[src/rtl/freq_select_if.sv]
// Button inputs and divider-factor outputs of the frequency selector.
// master = stimulus/button side, slave = freq_select itself.
interface freq_select_if;
    logic        btn_up;
    logic        btn_down;
    logic [31:0] div_factor;
    logic [2:0]  level;
    logic        changed;

    modport master (
        output btn_up,
        output btn_down,
        input  div_factor,
        input  level,
        input  changed
    );

    modport slave (
        input  btn_up,
        input  btn_down,
        output div_factor,
        output level,
        output changed
    );
endinterface

[src/rtl/freq_select.sv]
// Turns faster/slower push-buttons into a saturating speed level and the
// matching registered division factor for the clock divider.
module freq_select #(
    parameter int DEBOUNCE_CYCLES = 1000000,
    parameter int DEFAULT_LEVEL   = 0
) (
    input  logic          clk_in,
    input  logic          rst_,
    freq_select_if.slave  bus
);

    localparam int               CNT_W       = ($clog2(DEBOUNCE_CYCLES) > 20) ?
                                               $clog2(DEBOUNCE_CYCLES) : 20;
    localparam logic [CNT_W-1:0] CNT_LAST    = CNT_W'(DEBOUNCE_CYCLES - 1);
    localparam logic [2:0]       LEVEL_MAX   = 3'd7;
    localparam logic [2:0]       LEVEL_MIN   = 3'd0;
    localparam logic [2:0]       RESET_LEVEL = 3'(DEFAULT_LEVEL);

    function automatic logic [31:0] factor_of(input logic [2:0] lvl);
        logic [31:0] f;
        case (lvl)
            3'd0:    f = 32'd50000000;
            3'd1:    f = 32'd25000000;
            3'd2:    f = 32'd10000000;
            3'd3:    f = 32'd5000000;
            3'd4:    f = 32'd2500000;
            3'd5:    f = 32'd1000000;
            3'd6:    f = 32'd500000;
            default: f = 32'd50000;
        endcase
        return f;
    endfunction

    // Bit 0 carries the up button, bit 1 the down button, through every stage.
    logic [1:0]       btn_raw;
    logic [1:0]       sync1;
    logic [1:0]       sync2;
    logic [1:0]       stable;
    logic [1:0]       stable_d;
    logic [1:0]       press;
    logic [CNT_W-1:0] cnt [2];

    logic [2:0]  level_q;
    logic [2:0]  level_next;
    logic [31:0] factor_q;
    logic        changed_q;

    assign btn_raw = {bus.btn_down, bus.btn_up};

    always_ff @(posedge clk_in or negedge rst_) begin
        if (!rst_) begin
            sync1    <= '0;
            sync2    <= '0;
            stable   <= '0;
            stable_d <= '0;
            press    <= '0;
            for (int i = 0; i < 2; i++) begin
                cnt[i] <= '0;
            end
        end else begin
            sync1    <= btn_raw;
            sync2    <= sync1;
            stable_d <= stable;
            press    <= stable & ~stable_d;
            // Accept a new level only after it differs from stable for DEBOUNCE_CYCLES cycles.
            for (int i = 0; i < 2; i++) begin
                if (sync2[i] == stable[i]) begin
                    cnt[i] <= '0;
                end else if (cnt[i] == CNT_LAST) begin
                    stable[i] <= sync2[i];
                    cnt[i]    <= '0;
                end else begin
                    cnt[i] <= cnt[i] + 1'b1;
                end
            end
        end
    end

    // Simultaneous presses cancel; saturated presses leave the level alone.
    always_comb begin
        level_next = level_q;
        case (press)
            2'b01:   if (level_q != LEVEL_MAX) level_next = level_q + 3'd1;
            2'b10:   if (level_q != LEVEL_MIN) level_next = level_q - 3'd1;
            default: level_next = level_q;
        endcase
    end

    always_ff @(posedge clk_in or negedge rst_) begin
        if (!rst_) begin
            level_q   <= RESET_LEVEL;
            factor_q  <= factor_of(RESET_LEVEL);
            changed_q <= 1'b0;
        end else begin
            changed_q <= 1'b0;
            if (level_next != level_q) begin
                level_q   <= level_next;
                factor_q  <= factor_of(level_next);
                changed_q <= 1'b1;
            end
        end
    end

    assign bus.level      = level_q;
    assign bus.div_factor = factor_q;
    assign bus.changed    = changed_q;

endmodule

[src/flat_wrapper.sv]
// flat-port wrapper written by rule: the top's interface ports become plain ports
module freq_select_flat 
#(
    parameter int DEBOUNCE_CYCLES = 1000000,
    parameter int DEFAULT_LEVEL   = 0
)
  (clk_in, rst_, bus_btn_up, bus_btn_down, bus_div_factor, bus_level, bus_changed);
  freq_select_if bus_i ();
  input  logic clk_in;
  input  logic rst_;
  input wire logic [$bits(bus_i.btn_up)-1:0] bus_btn_up;
  input wire logic [$bits(bus_i.btn_down)-1:0] bus_btn_down;
  output wire logic [$bits(bus_i.div_factor)-1:0] bus_div_factor;
  output wire logic [$bits(bus_i.level)-1:0] bus_level;
  output wire logic [$bits(bus_i.changed)-1:0] bus_changed;
  assign bus_i.btn_up = bus_btn_up;
  assign bus_i.btn_down = bus_btn_down;
  assign bus_div_factor = bus_i.div_factor;
  assign bus_level = bus_i.level;
  assign bus_changed = bus_i.changed;
  freq_select #(.DEBOUNCE_CYCLES(DEBOUNCE_CYCLES), .DEFAULT_LEVEL(DEFAULT_LEVEL)) u_core (.clk_in(clk_in), .rst_(rst_), .bus(bus_i));
endmodule
[config.mk]
export PLATFORM = sky130hd
export DESIGN_NAME = freq_select_flat
export DESIGN_NICKNAME = d
export VERILOG_FILES = /design/src/rtl/freq_select_if.sv /design/src/rtl/freq_select.sv /design/src/flat_wrapper.sv
export SDC_FILE = /design/constraint.sdc
export NUM_CORES = 1
export LEC_CHECK = 0
export BUFFER_PORTS_ARGS = -buffer_cell sky130_fd_sc_hd__buf_4
export CORE_MARGIN = 2
export CORE_UTILIZATION = 40
export DETAILED_ROUTE_END_ITERATION = 8
export PLACE_DENSITY_LB_ADDON = 0.12
export SKIP_CTS_REPAIR_TIMING = 1
export SLEW_MARGIN = 30
export SYNTH_ARGS = -nofsm -noshare
export SYNTH_HDL_FRONTEND = slang
export SYNTH_SLANG_ARGS = --single-unit
[constraint.sdc]
create_clock -name clk_in -period 2.83 [get_ports clk_in]
set_input_delay 0.4245 -clock clk_in [delete_from_list [all_inputs] [get_ports clk_in]]
set_output_delay 0.4245 -clock clk_in [all_outputs]
set_load 0.02 [all_outputs]
After elaboration in Yosys (flattened, before gate mapping)
Cells that the tools add are included.
{"block": "classes", "addsub": 4, "n_mul": 0, "n_div": 0, "magnitude_cmp": 0, "n_eq_ne": 14, "shifts": 0, "n_mux": 9, "bitwise_logic": 4, "reduce_logical": 4}
{"cell": "26-bit one-hot mux with 7 select lines", "count": 1}
{"cell": "20-bit 2-to-1 mux", "count": 4}
{"cell": "20-bit by 1-bit adder with 20-bit output, second input constant", "count": 2}
{"cell": "20-bit equality test, second input constant", "count": 2}
{"cell": "3-bit equality test, second input constant", "count": 3}
{"cell": "3-bit by 2-bit equality test with 1-bit output, second input constant", "count": 2}
{"cell": "3-bit 2-to-1 mux", "count": 2}
{"cell": "3-bit one-hot mux with 2 select lines", "count": 1}
{"cell": "2-bit AND reduction", "count": 2}
{"cell": "3-bit by 1-bit adder with 3-bit output, second input constant", "count": 1}
{"cell": "3-bit by 1-bit equality test with 1-bit output, second input constant", "count": 1}
{"cell": "3-bit logical NOT", "count": 1}
{"cell": "3-bit inequality test", "count": 1}
{"cell": "3-bit inequality test, second input constant", "count": 1}
{"cell": "3-bit nonzero test", "count": 1}
{"cell": "3-bit by 1-bit subtractor with 3-bit output, second input constant", "count": 1}
{"cell": "2-bit AND", "count": 1}
{"cell": "1-bit equality test", "count": 2}
{"cell": "2-bit by 1-bit equality test with 1-bit output, second input constant", "count": 1}
{"cell": "2-bit equality test, second input constant", "count": 1}
{"cell": "1-bit inverter", "count": 2}
{"cell": "2-bit inverter", "count": 1}
{"cell": "1-bit 2-to-1 mux", "count": 1}
{"block": "word_totals", "ff_bits": 86, "latchBits": 0, "mem_bits_rw": 0, "romBits": 0, "input_bits": 4, "output_inout_bits": 36, "elab_cells": 46, "memories": 0}

Depth between registers and ports, before layout
Gate-level depths: netlist of run 1.
{"block": "logic_depth", "word_depth": 5, "depth_mapped": 10}

Worst setup path before layout of run 1
Ideal clock, no wire load.
{"block": "synth_timing", "path_type": "reg2reg", "start": "register u_core.bus.div_factor[6] (netlist name)", "end": "register u_core.factor_q[24] (netlist: u_core.bus.div_factor[24])", "setup_time_ns": 0.064, "arrival_time_ns": 2.232, "setup_slack_ns": 0.533, "stages_incl_launch_ff": 10, "n_path_buf": 1, "cell_sequence": "dfrtp_1 > inv_1 > ha_1 > and3b_1 > a311o_1 > o211ai_4 > inv_2 > buf_6 > nor3_2 > mux2_4"}
{"element": "end signal: assignment", "line": "freq_select.sv:92", "rtl": "factor_q <= factor_of(RESET_LEVEL);"}
{"element": "end signal: assignment", "line": "freq_select.sv:98", "rtl": "factor_q <= factor_of(level_next);"}
{"element": "end: declaration", "line": "freq_select.sv:45", "rtl": "logic [31:0] factor_q;"}

==> impl_metrics.tcl, run 1 <==
set metrics [dict create \
    timing.slew.headroom_pct 53.9 \
    power.density_cell_area_nw_per_um2 503 \
    arrival_ps 2680 \
    yosysTopAreaCell "sky130_fd_sc_hd__dfrtp_1" \
    tritoncts "yes" \
    initial_core_util_pct 41.0 \
    worst-endpoint-required_ps 3060 \
    setup_tns_ps 0 \
    max_clock_freq_mhz 408 \
    yosys.cell_types.count 57 \
    grt-ovfl-total 0 \
    mostFrequentLayoutCell "sky130_fd_sc_hd__dfrtp_1" \
    dieHeight_um 101 \
    grt_antenna_before_repair 0 \
    critical_path.cell_chain "inv_1, ha_1, and3b_1, a311o_1, a21oi_4, inv_2, mux2i_1, mux2i_1" \
    cpLargestDelayFamily "compound AO/OA/AOI/OAI gates" \
    outcome "completed" \
    fraction_of_layout_instances_using_a_drive_strength_above_1_pct 23.1 \
    worst_setup_hold_path_clk_slew_ps 90 \
    insertedDiodeCount 0 \
    worst_setup_path_startpoint "u_core.bus.div_factor[6]" \
    worst-setup-path-type "flop to flop" \
    final.setup_skew_ps 14.1 \
    critical_path.reg2reg.endpoint "u_core.bus.div_factor[9]" \
    critical-path-slowest-cell "sky130_fd_sc_hd__dfrtp_1" \
    yosys_warnings 0 \
    cts-htree-levels 3 \
    final-hold-violation-count 0 \
    number_of_global_route_vias_before_repair 2425 \
    setup_violations 0 \
    share_of_the_synthesized_area_in_the_top_cell_type_pct 42.1 \
    gp_congestion 0.775 \
    maxCapViolCount 0 \
    worst_ir_drop_vdd_uv 259 \
    grt_start_max_net_pins 75 \
    clkLatencyLatePin_ps 350 \
    num-nets-final 387 \
    cts_num_sinks 74 \
    antenna_left 0 \
    worst_hold_path_type "input port to asynchronous set/reset pin" \
    routed_wire_length_per_instance_um 13.6 \
    worstMarginPinSlew_ps 685 \
    most-common-layout-cells "sky130_fd_sc_hd__dfrtp_1, sky130_fd_sc_hd__nor2_1, sky130_fd_sc_hd__buf_4" \
    drt_iter0_markers 87 \
    cts_made_buffers 9 \
    finalHoldWorstSlack_ps 94.0 \
    crit-reg2reg-launch "u_core.bus.div_factor[6]" \
    worst_path_largest_cell_delay_ps 530 \
    avgViaCountPerCell 5.02 \
    synth_area_um2 3750 \
    detail_route.wirelength_mm 6.70 \
    hpwlAfterDp_mm 4.52 \
    die_width_um 101 \
    via_count_of_the_routed_design 2471 \
    power_leakage_nw 1.91 \
    area.growth.synth_to_final_pct 13.5 \
    final_min_period_over_clock_period_pct 86.5 \
    timing.reg2reg.worst_path_depth 8 \
    worstSetupPathDepth 8 \
    row_count 35 \
    design_power_total_mw 2.14 \
    crit_end "u_core.bus.div_factor[9]" \
    worst_setup_start_kind "flop" \
    count_of_pins_on_the_block_boundary 40 \
    firstDrtPassIters 4 \
    fin_crit_ps 2450 \
    first_pass_grt_wire_length_mm 11.6 \
    end_kind "flop" \
    die_area_um2 10200 \
    syn_inst 345 \
    groute.usage.overall_pct 14.4 \
    synth.ff_latch_count 74 \
    setup.reg_to_reg.worst_slack_ps 380 \
    rsz0062_at_grt "false" \
    remaining_drc_errors 0 \
    floorplan.core_area_um2 9150 \
    timing_max_transition_violations_final 0 \
    cp_max_fo 10 \
    timing.critical_path.buf_inv 2 \
    synth_sequential_area_ratio_pct 49.8 \
    clock_tree.root_cell "sky130_fd_sc_hd__clkbuf_8" \
    cp_common_cell "sky130_fd_sc_hd__mux2i_1" \
    numPortBuffers 29 \
    post_synth_main_area_contributors "sky130_fd_sc_hd__dfrtp_1, sky130_fd_sc_hd__dfstp_2, sky130_fd_sc_hd__nor2_1, sky130_fd_sc_hd__xnor2_1, sky130_fd_sc_hd__mux2_4" \
    cts_buffer_depth 2 \
    postSynthAreaPerCell_um2 10.9 \
]
per-layer routing:
metal  up-vias  global-route usage, %  share of wire [%]
li1       1227                      -                  -
met1      1198                   19.3                 49
met2        42                   22.8                 47
met3         4                   3.81                3.2
met5         -                      0                  0
met4         0                   4.43                1.0
kinds of logic (layout without fill, tap and decap cells):
| family | after synthesis | count (layout) | synth area share [%] |
|---|---|---|---|
| xor gates and xnor gates | 39 | 39 | 9.11 |
| buffers and inverters | 41 | 68 | 6.37 |
| muxes | 17 | 17 | 6.11 |
| adders and majority gates | 8 | 8 | 2.64 |
| DFF | 74 | 74 | 49.8 |
| AOI/OAI and AO/OA | 33 | 33 | 7.91 |
| and+or+nand+nor | 132 | 132 | 18.0 |
| other | 1 | 10 | 0.100 |
metrics by stage:
stage / instance area [um2] / util [%] / setup slack (ps) / std cells
floorplan: 3780 / - / 533 / 354
global placement: 4000 / 43.7 / 365 / 476
detailed placement: 4000 / 43.7 / 356 / 476
CTS: 4250 / 46.4 / 354 / 492
global route: 4250 / 46.5 / 185 / 492
finish: 4250 / 46.5 / 381 / 492
worst min path at each step:
stage,end,depth (start not counted)
CTS,u_core.sync1[0],1
detailed placement,u_core.sync2[0],0
floorplan,u_core.bus.changed,0
global route,u_core.bus.div_factor[5],1
finish,u_core.sync2[0],1
global placement,u_core.sync2[0],0
flip-flops by register name, indices dropped and copies added, names as in the netlist:
name                   count
u_core.bus.changed         1
u_core.bus.div_factor     21
u_core.bus.level           2
u_core.cnt                40
u_core.press               2
u_core.stable              2
u_core.stable_d            2
u_core.sync1               2
u_core.sync2               2
layout make-up:
type / count / area [um2]
flip-flops and latches: 74 / 1870
clock buffers: 9 / 124
inverters: 19 / 71.3
clock inverters: 7 / 124
multi-input cells: 239 / 1680
repair buffers: 33 / 251
well taps: 111 / 139
fillers: 847 / 4900
synth_stat cells, drive strengths merged:
master    n
inv      19
a311oi    2
o2bb2ai   1
a32oi     1
o21ai     3
a21oi     7
or2       2
o31ai     1
and3      8
and3b     1
nand4     8
nor4      7
xnor2    22
o211ai    1
or3b      1
conb      1
mux2i     3
dfstp    11
nor4b     4
maj3      1
nand2    14
ha        7
nand3    16
o221a     1
a221oi    1
dfrtp    63
a21boi    1
a311o     2
nor2b     4
nor3      7
a221o     1
o22a      2
nand2b    2
o21a      2
xor2     17
a22o      2
nand3b    3
nor2     53
o22ai     3
nor3b     2
buf      22
mux2     14
o32ai     2
power by group:
part / total (mW) / internal (mW) / switching [mW]
clock network: 1.00 / 0.595 / 0.408
logic: 0.0602 / 0.0128 / 0.0474
registers: 1.08 / 1.07 / 0.00819
worst register-to-register path, stage by stage, from the launching register on:
cell,delay (ps)
sky130_fd_sc_hd__dfrtp_1,530
sky130_fd_sc_hd__inv_1,110
sky130_fd_sc_hd__ha_1,250
sky130_fd_sc_hd__and3b_1,200
sky130_fd_sc_hd__a311o_1,410
sky130_fd_sc_hd__a21oi_4,350
sky130_fd_sc_hd__inv_2,180
sky130_fd_sc_hd__mux2i_1,200
sky130_fd_sc_hd__mux2i_1,100
Power figures use the tool's default switching activity.
==> run 2, diff against run 1 <==
Settings changed: CORE_MARGIN 2 to 5.
Clock period 2.83 ns to 2.9 ns, I/O delays scaled along.
==> run 2 against run 1 <==
Net effect:
- clock skew fell by 1.3 ps
- worst setup slack better by 70 ps
- sequential share of layout area grew 0.44 points
- flip-flop and latch count unchanged
- clock-buffer cell count grew 2
- design area decreased by 1.0%
- die area is 12% higher
- via count down 2.2%
- sequential power is essentially flat
- largest cell class unchanged
- highest routed layer unchanged
==> impl_metrics.tcl, run 2 (synthesized netlist as in run 1, its figures left out) <==
set metrics [dict create \
    outcome "completed" \
    final.setup_skew_ps 12.8 \
    fin_crit_ps 2450 \
    die_area_um2 11400 \
    insertedDiodeCount 0 \
    fraction_of_layout_instances_using_a_drive_strength_above_1_pct 23.1 \
    worst_path_largest_cell_delay_ps 540 \
    max_clock_freq_mhz 408 \
    worstMarginPinSlew_ps 668 \
    avgViaCountPerCell 4.91 \
    timing.slew.headroom_pct 55.5 \
    power.clock.fraction_pct 42.3 \
    clkLatencyLatePin_ps 350 \
    rsz0062_at_grt "false" \
    worst_setup_start_kind "flop" \
    detail_route.wirelength_mm 6.85 \
    via_count_of_the_routed_design 2416 \
    num-nets-final 387 \
    cpLargestDelayFamily "compound AO/OA/AOI/OAI gates" \
    mostFrequentLayoutCell "sky130_fd_sc_hd__dfrtp_1" \
    worst_setup_hold_path_clk_slew_ps 90 \
    arrival_ps 2750 \
    count_of_pins_on_the_block_boundary 40 \
    timing_max_transition_violations_final 0 \
    antenna_left 0 \
    cts_made_buffers 9 \
    dieHeight_um 107 \
    row_count 35 \
    grt_antenna_before_repair 0 \
    power_report.internal_total_mw 1.47 \
    power.share.switching_pct 23.6 \
    initial_core_util_pct 40.8 \
    setup.reg_to_reg.worst_slack_ps 450 \
    final-hold-violation-count 0 \
    worst-setup-path-type "flop to flop" \
    power.density_cell_area_nw_per_um2 456 \
    worst_hold_path_type "input port to asynchronous set/reset pin" \
    groute.usage.overall_pct 12.9 \
    grt_start_max_net_pins 75 \
    p_comb_share_pct 3.1 \
    cts_buffer_depth 2 \
    max_ffs_per_register 40 \
    cts_num_sinks 74 \
    switchingPower_uw 453 \
    gp_congestion 0.850 \
    cts-htree-levels 3 \
    critical_path.reg2reg.endpoint "u_core.bus.div_factor[13]" \
    critical_path.cell_chain "inv_1, ha_1, and3b_1, a311o_1, a21oi_4, inv_2, mux2i_1, mux2_4" \
    finalHoldWorstSlack_ps 98.6 \
    routed_wire_length_per_instance_um 13.9 \
    remaining_drc_errors 0 \
    hpwlAfterDp_mm 4.62 \
    cp_max_fo 10 \
    numPortBuffers 29 \
    maxCapViolCount 0 \
    worst-endpoint-required_ps 3200 \
    crit-reg2reg-launch "u_core.bus.div_factor[6]" \
    die_width_um 107 \
    worst_ir_drop_vdd_uv 197 \
    area.growth.synth_to_final_pct 12.3 \
    timing.reg2reg.worst_path_depth 8 \
    seqPwrFrac_pct 54.6 \
    largest_register "u_core.cnt" \
    first_pass_grt_wire_length_mm 11.9 \
    tritoncts "yes" \
    setup_violations 0 \
    final_min_period_over_clock_period_pct 84.4 \
    firstDrtPassIters 4 \
    critical-path-slowest-cell "sky130_fd_sc_hd__dfrtp_1" \
    floorplan.core_area_um2 9200 \
    grt-ovfl-total 0 \
    setup_tns_ps 0 \
    power_leakage_nw 1.90 \
    number_of_global_route_vias_before_repair 2460 \
    most-common-layout-cells "sky130_fd_sc_hd__dfrtp_1, sky130_fd_sc_hd__nor2_1, sky130_fd_sc_hd__buf_4" \
    end_kind "flop" \
    drt_iter0_markers 57 \
    timing.critical_path.buf_inv 2 \
    clock_tree.root_cell "sky130_fd_sc_hd__clkbuf_8" \
    nFillCells 876 \
]
-- run 2: cell count changes in the layout (fill, tap and decap cells not counted), sizes merged --
cell	delta
bufinv	-3
clkinv	+3
clkbuf	+2
clkinvlp	-1
inv	-1
-- run 2: per-layer routing --
layer / vias to the layer above / GRT usage [%] / wire (um)
met5: - / 0 / 0
met3: 6 / 3.37 / 251
met4: 0 / 5.02 / 88
li1: 1221 / - / -
met1: 1145 / 16.7 / 3400
met2: 44 / 20.6 / 3110
-- run 2: layout make-up --
| class | instances | area (um2) | share of cell area (%) |
|---|---|---|---|
| timing repair buffer | 33 | 251 | 5.97 |
| sequential | 74 | 1870 | 44.3 |
| clock inverter | 5 | 31.3 | 0.743 |
| multi-input combinational | 239 | 1680 | 39.9 |
| tap | 111 | 139 | 3.30 |
| inverter | 19 | 71.3 | 1.69 |
| clock buffer | 11 | 174 | 4.13 |
-- run 2: worst max-delay path by stage --
stage | startpoint | end | slack, ps | depth (start not counted)
4_1_cts | u_core.bus.div_factor[6] | u_core.bus.div_factor[13] | 420 | 8
3_3_place_gp | u_core.bus.div_factor[6] | u_core.bus.div_factor[9] | 410 | 8
6_report | u_core.bus.div_factor[6] | u_core.bus.div_factor[13] | 450 | 8
3_5_place_dp | u_core.bus.div_factor[6] | u_core.bus.div_factor[13] | 440 | 8
2_1_floorplan | u_core.bus.div_factor[6] | u_core.bus.div_factor[24] | 600 | 9
5_1_grt | u_core.bus.div_factor[6] | u_core.bus.div_factor[13] | 260 | 8
-- run 2: through the flow --
stage / area (um2) / worst slack [ps] / total power, mW / util, % / cells
floorplan: 3780 / 603 / 1.11 / - / 354
global placement: 4000 / 414 / 1.13 / 43.5 / 476
detailed placement: 4000 / 442 / 1.13 / 43.5 / 476
CTS: 4210 / 424 / 1.95 / 45.7 / 492
global route: 4210 / 263 / 2.00 / 45.8 / 492
finish: 4210 / 451 / 1.92 / 45.8 / 492
-- run 2: power groups by stage --
stage	clock, mW	combinational (mW)	sequential (mW)
after floorplan	0	0.0426	1.07
final	0.813	0.0590	1.05
after detailed placement	0	0.0614	1.07
after CTS	0.839	0.0615	1.05
after global placement	0	0.0607	1.07
after global routing	0.878	0.0691	1.05
==> run 3, diff against run 2 <==
Settings changed: ABC_AREA set to 1.
Clock period 2.9 ns to 2.2 ns, I/O delays scaled along.
==> run 3 against run 2 <==
Net effect:
- clock power is 34% higher
- via count is 32% higher
- worst hold slack worse by 18 ps
- synthesized area is 6.2% higher
- flip-flop and latch count stayed put
- design area is 6.9% higher
- maximum frequency is 27% higher
- wire length is 24% higher
==> impl_metrics.tcl, run 3 <==
set metrics [dict create \
    outcome "completed" \
    final.setup_skew_ps 4.52 \
    worst_ir_drop_vdd_uv 221 \
    cp_max_fo 8 \
    maxCapViolCount 0 \
    synth.ff_latch_count 74 \
    floorplan.core_area_um2 9730 \
    insertedDiodeCount 0 \
    critical-path-slowest-cell "sky130_fd_sc_hd__dfrtp_1" \
    syn_inst 490 \
    power_leakage_nw 2.11 \
    layout_setup_ws_ps 274 \
    gp_congestion 0.847 \
    routed_wire_length_per_instance_um 12.8 \
    final-hold-violation-count 0 \
    crit-reg2reg-launch "u_core.bus.div_factor[6]" \
    async_reset_ff_share_pct 100 \
    drt_iter0_markers 115 \
    detail_route.wirelength_mm 8.47 \
    worst_path_largest_cell_delay_ps 460 \
    arrival_ps 2170 \
    row_count 36 \
    worst_setup_start_kind "flop" \
    dieHeight_um 110 \
    cpLargestDelayFamily "simple AND/OR/NAND/NOR gates" \
    numPortBuffers 29 \
    synth_most_common_cell "sky130_fd_sc_hd__nand2_1" \
    grt-ovfl-total 0 \
    clkLatencyLatePin_ps 350 \
    antenna_left 0 \
    most-common-layout-cells "sky130_fd_sc_hd__nand2_1, sky130_fd_sc_hd__nor2_1, sky130_fd_sc_hd__nand3_1" \
    setup_violations 0 \
    worst_setup_path_startpoint "u_core.bus.div_factor[6]" \
    utilization_pct 46.2 \
    finalHoldWorstSlack_ps 80.8 \
    critical_path.cell_chain "inv_1, ha_1, nand2_4, nand2_1, nand3_1, nand2_1, nand2_1, nand2_2, nand2_1, nand2_1, nand2_1, nand2_1" \
    end_kind "flop" \
    timing_max_transition_violations_final 0 \
    max_ffs_per_register 40 \
    max_clock_freq_mhz 519 \
    post_synth_main_area_contributors "sky130_fd_sc_hd__dfrtp_1, sky130_fd_sc_hd__nand2_1, sky130_fd_sc_hd__nand3_1, sky130_fd_sc_hd__dfstp_2, sky130_fd_sc_hd__nor2_1" \
    mostFrequentLayoutCell "sky130_fd_sc_hd__nand2_1" \
    yosys_warnings 0 \
    synth_sequential_area_ratio_pct 46.9 \
    synth_commonest_cells "sky130_fd_sc_hd__nand2_1, sky130_fd_sc_hd__nor2_1, sky130_fd_sc_hd__nand3_1" \
    via_count_of_the_routed_design 3197 \
    initial_core_util_pct 40.9 \
    final_min_period_over_clock_period_pct 87.5 \
    cts-htree-levels 3 \
    largest_register "u_core.cnt" \
    cts_made_buffers 9 \
    avgViaCountPerCell 4.83 \
    number_of_global_route_vias_before_repair 3175 \
    placement.setup.worst_slack_ps 212 \
    cp_common_cell "sky130_fd_sc_hd__nand2_1" \
    yosysTopAreaCell "sky130_fd_sc_hd__dfrtp_1" \
    worst-endpoint-required_ps 2450 \
    die_area_um2 12000 \
    synth_ff_type "sky130_fd_sc_hd__dfrtp_1" \
    min_delay_startpoint "bus_btn_down" \
    setup.reg_to_reg.worst_slack_ps 270 \
    fraction_of_layout_instances_using_a_drive_strength_above_1_pct 17.2 \
    clock_tree.root_cell "sky130_fd_sc_hd__clkbuf_8" \
    cts_num_sinks 74 \
    worst_hold_path_type "input port to flop" \
    grt_start_max_net_pins 42 \
    first_pass_grt_wire_length_mm 14.7 \
    hpwlAfterDp_mm 6.22 \
    worst-setup-path-type "flop to flop" \
    power.density_cell_area_nw_per_um2 569 \
    synth-edff-count 0 \
    fin_crit_ps 1930 \
    tritoncts "yes" \
    remaining_drc_errors 0 \
    synth_area_um2 3980 \
    timing.critical_path.buf_inv 1 \
    cts_buffer_depth 2 \
    share_of_the_synthesized_area_in_the_top_cell_type_pct 39.6 \
    count_of_pins_on_the_block_boundary 40 \
    firstDrtPassIters 5 \
    grt_antenna_before_repair 0 \
    num-nets-final 535 \
    groute.usage.overall_pct 15.5 \
    yosys.cell_types.count 36 \
    worst_setup_hold_path_clk_slew_ps 80 \
    setup_tns_ps 0 \
    postSynthAreaPerCell_um2 8.12 \
    die_width_um 110 \
    area.growth.synth_to_final_pct 13.0 \
    design_power_total_mw 2.56 \
    rsz0062_at_grt "false" \
]
==> run 3: changes by cell type after synthesis, sizes merged, moves of 4 or more <==
cell   change
nor3       +8
nand2     +92
nand3     +55
o21ai      +7
inv       +32
nor2      +26
mux2      -12
xnor2     -18
and3       -7
nor4b      -4
nor2b      -4
==> run 3: layer usage <==
layer | track usage [%] | vias up | part of all wire, %
li1 | - | 1620 | -
met1 | 20.2 | 1496 | 46
met2 | 25.0 | 67 | 47
met3 | 3.29 | 14 | 4.2
met4 | 6.68 | 0 | 2.1
met5 | 0 | - | 0
==> run 3: layout make-up <==
| type | count | area (um2) |
|---|---|---|
| Fill cell | 1007 | 5230 |
| Sequential cell | 74 | 1870 |
| Multi-Input combinational cell | 353 | 1800 |
| Timing Repair Buffer | 34 | 270 |
| Inverter | 52 | 198 |
| Tap cell | 133 | 166 |
| Clock buffer | 11 | 151 |
| Clock inverter | 5 | 52.6 |
==> run 3: worst paths after layout <==
path,endpoint,cells past startpoint
min reg2reg,u_core.sync2[1],0
max in group asynchronous,u_core.bus.div_factor[17],3
max,u_core.bus.div_factor[8],12
min,u_core.sync1[1],1
min in group asynchronous,u_core.cnt[20],2
max reg2reg,u_core.bus.div_factor[8],12
==> run 3: kinds of logic (layout without fill, tap and decap cells) <==
logic type,Yosys count,after routing,synth area share (%)
fa+ha+maj,7,7,2.20
buf+inv,72,102,8.99
flops,74,74,46.9
other cells,1,10,0.0942
xor+xnor,24,24,5.28
mux,2,2,0.566
simple gates,288,288,33.0
compound gates,22,22,2.99
==> run 3: metrics by stage <==
step                instance area [um2]  cells
detailed placement                 4280    645
global route                       4500    662
CTS                                4480    661
finish                             4500    662
global placement                   4280    645
floorplan                          4010    499
==> run 3: worst register-to-register path: cells and delay by family, from the launching register on <==
family | cells | cell delay, ps
DFF | 1 | 460
adders and majority gates | 1 | 260
buffers and inverters | 1 | 150
and+or+nand+nor | 10 | 950
==> run 3: power by group <==
group / internal [mW] / switching, mW / leakage (nW)
Combinational: 0.0205 / 0.0662 / 1.03
Clock: 0.580 / 0.509 / 0.105
Sequential: 1.37 / 0.0107 / 0.980
Total: 1.97 / 0.586 / 2.11
